$ cat config.mk
export PLATFORM = sky130hd
export DESIGN_NAME = keypad_event_fifo_flat
export DESIGN_NICKNAME = d
export VERILOG_FILES = /design/src/rtl/keypad_event_fifo_if.sv /design/src/rtl/keypad_event_fifo.sv /design/src/flat_wrapper.sv
export SDC_FILE = /design/constraint.sdc
export NUM_CORES = 1
export LEC_CHECK = 0
export ABC_AREA = 1
export CAP_MARGIN = 10
export CORE_MARGIN = 2
export CORE_UTILIZATION = 45
export DETAILED_ROUTE_END_ITERATION = 10
export PLACE_DENSITY = 0.65
export SLEW_MARGIN = 0
export SYNTH_ARGS = -nofsm -noshare
export SYNTH_HDL_FRONTEND = slang
export SYNTH_SLANG_ARGS = --single-unit
$ cat constraint.sdc
create_clock -name clk -period 2.6 [get_ports clk]
set_clock_uncertainty 0.05 [all_clocks]
set_input_delay 0.52 -clock clk [delete_from_list [all_inputs] [get_ports clk]]
set_output_delay 0.52 -clock clk [all_outputs]
set_load 0.02 [all_outputs]
$ cat src/rtl/keypad_event_fifo_if.sv
// keypad_event_fifo_if: keypad-side inputs, MCU-side FIFO read port and status.
// Carries irq only when KEY_IRQ_EN is defined.
interface keypad_event_fifo_if #(
  parameter int DEPTH = 8
);
  logic                         sample_en;
  logic [3:0]                   kb_code;
  logic                         kb_down;
  logic                         rd_en;
  logic                         clr_ovf;
  logic [7:0]                   rd_data;
  logic                         empty;
  logic                         full;
  logic [$clog2(DEPTH+1)-1:0]   count;
  logic                         overflow;
`ifdef KEY_IRQ_EN
  logic                         irq;
`endif
  modport slave (
    input  sample_en, kb_code, kb_down, rd_en, clr_ovf,
    output rd_data, empty, full, count, overflow
`ifdef KEY_IRQ_EN
    , irq
`endif
  );
  modport master (
    output sample_en, kb_code, kb_down, rd_en, clr_ovf,
    input  rd_data, empty, full, count, overflow
`ifdef KEY_IRQ_EN
    , irq
`endif
  );
endinterface

$ cat src/rtl/keypad_event_fifo.sv
// keypad_event_fifo: debounces scanner key codes into one event per press and queues them in a FWFT FIFO.
// Define KEY_IRQ_EN to add a registered irq output that is high while events are pending.
module keypad_event_fifo #(
  parameter int DEPTH            = 8,
  parameter int DEBOUNCE_SAMPLES = 4
) (
  input logic                clk,
  input logic                rst,
  keypad_event_fifo_if.slave bus
);
  localparam int AW = $clog2(DEPTH);
  localparam int CW = $clog2(DEPTH + 1);
  localparam int NW = $clog2(DEBOUNCE_SAMPLES + 1);
  localparam logic [1:0] IDLE      = 2'd0;
  localparam logic [1:0] ARMING    = 2'd1;
  localparam logic [1:0] HELD      = 2'd2;
  localparam logic [1:0] RELEASING = 2'd3;

  logic [1:0]    state_q, state_d;
  logic [NW-1:0] cnt_q, cnt_d, cnt_inc;
  logic [3:0]    cand_q, cand_d;
  logic          push_q, push_d;
  logic          at_limit;

  logic [3:0]    mem_q [DEPTH];
  logic [AW-1:0] wptr_q, rptr_q;
  logic [CW-1:0] count_q, count_d;
  logic          empty_q, full_q, overflow_q;
  logic          do_push, do_pop, drop;

  assign cnt_inc  = cnt_q + 1'b1;
  assign at_limit = cnt_inc == NW'(DEBOUNCE_SAMPLES);

  always_comb begin
    state_d = state_q;
    cnt_d   = cnt_q;
    cand_d  = cand_q;
    push_d  = 1'b0;
    if (bus.sample_en) begin
      case (state_q)
        IDLE: if (bus.kb_down) begin
          cand_d  = bus.kb_code;
          cnt_d   = NW'(1);
          state_d = ARMING;
        end
        ARMING: if (!bus.kb_down) begin
          state_d = IDLE;
        end else if (bus.kb_code != cand_q) begin
          cand_d = bus.kb_code;
          cnt_d  = NW'(1);
        end else begin
          cnt_d   = cnt_inc;
          push_d  = at_limit;
          state_d = at_limit ? HELD : ARMING;
        end
        // A code change while held is ignored; only a full release re-arms.
        HELD: if (!bus.kb_down) begin
          cnt_d   = NW'(1);
          state_d = RELEASING;
        end
        RELEASING: if (bus.kb_down) begin
          state_d = HELD;
        end else begin
          cnt_d   = cnt_inc;
          state_d = at_limit ? IDLE : RELEASING;
        end
      endcase
    end
  end

  // A push into a full FIFO is only accepted when a pop frees a slot on the same edge.
  assign do_pop  = bus.rd_en & ~empty_q;
  assign do_push = push_q & (~full_q | do_pop);
  assign drop    = push_q & full_q & ~do_pop;
  assign count_d = count_q + CW'(do_push) - CW'(do_pop);

  always_ff @(posedge clk or negedge rst) begin
    if (!rst) begin
      state_q    <= IDLE;
      cnt_q      <= '0;
      cand_q     <= '0;
      push_q     <= 1'b0;
      wptr_q     <= '0;
      rptr_q     <= '0;
      count_q    <= '0;
      empty_q    <= 1'b1;
      full_q     <= 1'b0;
      overflow_q <= 1'b0;
    end else begin
      state_q    <= state_d;
      cnt_q      <= cnt_d;
      cand_q     <= cand_d;
      push_q     <= push_d;
      wptr_q     <= wptr_q + AW'(do_push);
      rptr_q     <= rptr_q + AW'(do_pop);
      count_q    <= count_d;
      empty_q    <= count_d == '0;
      full_q     <= count_d == CW'(DEPTH);
      overflow_q <= drop | (overflow_q & ~bus.clr_ovf);
    end
  end

  always_ff @(posedge clk) begin
    if (do_push) mem_q[wptr_q] <= cand_q;
  end

  assign bus.rd_data  = empty_q ? 8'h00 : {4'h0, mem_q[rptr_q]};
  assign bus.empty    = empty_q;
  assign bus.full     = full_q;
  assign bus.count    = count_q;
  assign bus.overflow = overflow_q;

`ifdef KEY_IRQ_EN
  logic irq_q;
  always_ff @(posedge clk or negedge rst) begin
    if (!rst) irq_q <= 1'b0;
    else irq_q <= ~empty_q;
  end
  assign bus.irq = irq_q;
`endif
endmodule

$ cat src/flat_wrapper.sv
// flat-port wrapper written by rule: the top's interface ports become plain ports
module keypad_event_fifo_flat 
#(
  parameter int DEPTH            = 8,
  parameter int DEBOUNCE_SAMPLES = 4
)
  (clk, rst, bus_sample_en, bus_kb_code, bus_kb_down, bus_rd_en, bus_clr_ovf, bus_rd_data, bus_empty, bus_full, bus_count, bus_overflow);
  keypad_event_fifo_if #(.DEPTH(DEPTH)) bus_i ();
  input logic clk;
  input logic rst;
  input wire logic [$bits(bus_i.sample_en)-1:0] bus_sample_en;
  input wire logic [$bits(bus_i.kb_code)-1:0] bus_kb_code;
  input wire logic [$bits(bus_i.kb_down)-1:0] bus_kb_down;
  input wire logic [$bits(bus_i.rd_en)-1:0] bus_rd_en;
  input wire logic [$bits(bus_i.clr_ovf)-1:0] bus_clr_ovf;
  output wire logic [$bits(bus_i.rd_data)-1:0] bus_rd_data;
  output wire logic [$bits(bus_i.empty)-1:0] bus_empty;
  output wire logic [$bits(bus_i.full)-1:0] bus_full;
  output wire logic [$bits(bus_i.count)-1:0] bus_count;
  output wire logic [$bits(bus_i.overflow)-1:0] bus_overflow;
  assign bus_i.sample_en = bus_sample_en;
  assign bus_i.kb_code = bus_kb_code;
  assign bus_i.kb_down = bus_kb_down;
  assign bus_i.rd_en = bus_rd_en;
  assign bus_i.clr_ovf = bus_clr_ovf;
  assign bus_rd_data = bus_i.rd_data;
  assign bus_empty = bus_i.empty;
  assign bus_full = bus_i.full;
  assign bus_count = bus_i.count;
  assign bus_overflow = bus_i.overflow;
  keypad_event_fifo #(.DEPTH(DEPTH), .DEBOUNCE_SAMPLES(DEBOUNCE_SAMPLES)) u_core (.clk(clk), .rst(rst), .bus(bus_i));
endmodule
==> impl_metrics.csv <==
group,metric,value,unit
global_route,grt_remaining_overflow,0,
drt,ant_nets,0,
power_and_ir_drop,power.total,2.77,mW
critical_path,required,2030,ps
timing,rsz0062_at_grt,"false",
place,pre_cts_slack,-126,ps
power_and_ir_drop,total_leakage_power,1.30,nW
hold_path,hold_class,"reg2reg",
logic_synthesis,seq_area_frac_synth,59.4,%
drt,drcViolationCount,0,
drt,post_drt_wl_per_cell,12.3,um
drt,viasPerCell,4.74,
critical_path,critPathMaxFanout,6,
place,portBuffers,20,
floorplanning,die_w,79.8,um
power_and_ir_drop,seqPwrFrac,46.6,%
logic_synthesis,synth_cell_types,28,
power_and_ir_drop,switchingPower,1.04,mW
floorplanning,start_util,46.7,%
logic_synthesis,ys_warn_count,0,
critical_path,endpoint_kind,"primary output",
floorplanning,design.core.area,5540,um^2
critical_path,cp.arrival,1860,ps
logic_synthesis,synth_area_per_cell,9.84,um^2
flow_run,drv_cap,0,
timing,drv_slew,0,
global_route,grtUsageTotal,16.0,%
floorplanning,die_area,6380,um^2
timing,min_period_over_period,93.4,%
global_route,grt_max_degree,24,
timing,timing.final.ws_setup,172,ps
global_route,grt_antenna_before_repair,0,
place,post-place-cells,356,
clock_tree,cts_buffer_depth,2,
power_and_ir_drop,swShare,37.5,%
timing,finalHoldViolations,0,
clock_tree,tritoncts,"yes",
timing,hold_ws,466,ps
cells_and_area,fin_cells,365,
global_route,grt_first_pass_wirelength,7740,um
place,dp_hpwl,3270,um
clock_tree,cts.clk_slew.worst_paths,90,ps
drt,drtPass1Iterations,4,
cells_and_area,drive_gt1_share,8.53,%
drt,routed_wl,4490,um
timing,fin_crit,2430,ps
clock_tree,cts_max_level,2,
logic_synthesis,syn_area,2590,um^2
cells_and_area,syn_to_final_growth,14.4,%
power_and_ir_drop,power_frac_comb,36.7,%
floorplanning,io_pins,25,
critical_path,start_kind,"register",
global_route,grt_pass1_vias,1622,
cells_and_area,antenna-diode-count,0,
power_and_ir_drop,clkPwrFrac,16.8,%
power_and_ir_drop,p_int,1.73,mW
floorplanning,die_y,79.8,um
timing,setup_viol,0,
drt,first_iter_violations,248,
clock_tree,numCtsBuffers,5,
drt,vias,1729,
power_and_ir_drop,pwr_density_cell,936,nW/um^2
clock_tree,clk_latency,300,ps
cells_and_area,final_nets,312,
floorplanning,row_count,27,
clock_tree,cts_root_buf,"clkbuf_8",
outcome,outcome,"finished, final reports clean",
timing,max_clock_freq,412,MHz
place,finalWeightedCongestion,0.796,
clock_tree,cts_sinks,55,
critical_path,crit_type,"reg2out",
logic_synthesis,syn_inst,263,
power_and_ir_drop,ir_drop,0.000469,V
cells_and_area,fillers,506,
logic_synthesis,synth-seq-cells,55,
## placed cells by master, fill, tap and decap left out, types with 4 or more instances in the layout
| cell | count |
|---|---|
| buf_4 | 6 |
| clkbuf_8 | 6 |
| clkdlybuf4s50_1 | 16 |
| conb_1 | 4 |
| dfrtp_1 | 20 |
| dlygate4sd2_1 | 4 |
| edfxtp_1 | 32 |
| ha_1 | 9 |
| inv_1 | 29 |
| nand2_1 | 51 |
| nand3_1 | 5 |
| nand4_1 | 4 |
| nor2_1 | 49 |
| o21ai_0 | 26 |
| o21ai_1 | 5 |
| xor2_1 | 5 |
## final cells by class
| cell class | instances | area, um^2 | share of cell area (%) |
|---|---|---|---|
| Sequential cell | 55 | 1540 | 52.0 |
| Multi-Input combinational cell | 172 | 876 | 29.6 |
| Timing Repair Buffer | 27 | 245 | 8.28 |
| Inverter | 31 | 119 | 4.01 |
| Tap cell | 72 | 90.1 | 3.04 |
| Clock buffer | 7 | 86.3 | 2.92 |
| Clock inverter | 1 | 5.00 | 0.169 |
## logic make-up after synthesis
group / share of synthesized area (%)
simple gates: 18.8
fa+ha+maj: 5.12
flops: 59.4
buf+inv: 7.20
xor+xnor: 2.37
compound gates: 6.91
other cells: 0.145
## layer usage
metal / track usage (%) / wire [um]
met5: 0 / 0
met4: 6.10 / 0
met3: 2.71 / 194
met2: 25.9 / 2150
met1: 21.6 / 2150
## flip-flops by register name, indices dropped and copies added (netlist names), 2 cells and up
| name | cells |
|---|---|
| u_core.bus.count | 4 |
| u_core.cand_q | 4 |
| u_core.cnt_q | 3 |
| u_core.mem_q | 32 |
| u_core.rptr_q | 3 |
| u_core.state_q | 2 |
| u_core.wptr_q | 3 |
## power by group through the flow
stage	Sequential, mW	Clock [mW]	Combinational (mW)
after global routing	1.32	0.523	1.17
after CTS	1.29	0.480	1.03
after floorplan	1.27	0	0.722
after global placement	1.31	0	1.03
final	1.29	0.466	1.02
after detailed placement	1.31	0	1.05
## critical path, stage by stage (launching register included)
cell and delay, ps:
dfrtp_2 480, buf_2 180, nor2_1 130, nor2_1 50, o21ai_0 90, o21ai_0 110
o21ai_0 150, nor2_1 50, dlygate4sd2_1 310
## metrics by stage
| step | utilization, % | cell area (um^2) | setup TNS, ps |
|---|---|---|---|
| floorplan | - | 2600 | 0 |
| global placement | 51.8 | 2870 | -182 |
| detailed placement | 51.8 | 2870 | -238 |
| CTS | 53.5 | 2960 | 0 |
| global route | 53.5 | 2960 | 0 |
| finish | 53.5 | 2960 | 0 |
## cell usage after synthesis, drive strengths merged
cell	n	area share [%]
inv	31	4.6
nor2b	1	0.24
xor2	5	1.7
edfxtp	32	37
fa	1	0.77
nand4	4	0.97
dfrtp	22	21
nor3b	1	0.48
dfstp	1	1.0
conb	1	0.14
ha	9	4.4
nor2	49	7.1
or3	1	0.24
nand3	7	1.7
a21boi	2	0.73
o21ai	31	6.0
xnor2	2	0.68
a21oi	1	0.19
buf	8	2.6
nand2	53	7.9
nor3	1	0.19
## worst paths after layout
path	start	endpoint	depth (start not counted)	slack [ps]
min in group asynchronous	rst	u_core.bus.count[1]	2	510
min reg2reg	u_core.cnt_q[2]	u_core.cnt_q[2]	2	470
min	u_core.cnt_q[2]	u_core.cnt_q[2]	2	470
max in group asynchronous	rst	u_core.bus.empty	2	1710
max reg2reg	u_core.bus.empty	u_core.bus.full	11	210
max	u_core.rptr_q[0]	bus_rd_data[2]	8	170
## what timing repair did
action	4_1_cts	5_1_grt
setup buffers	1	0
endpoints found under the hold margin	0	0
hold buffers	0	0
gates resized for setup	6	0
setup endpoints to repair	4	0
Power figures use the tool's default switching activity.
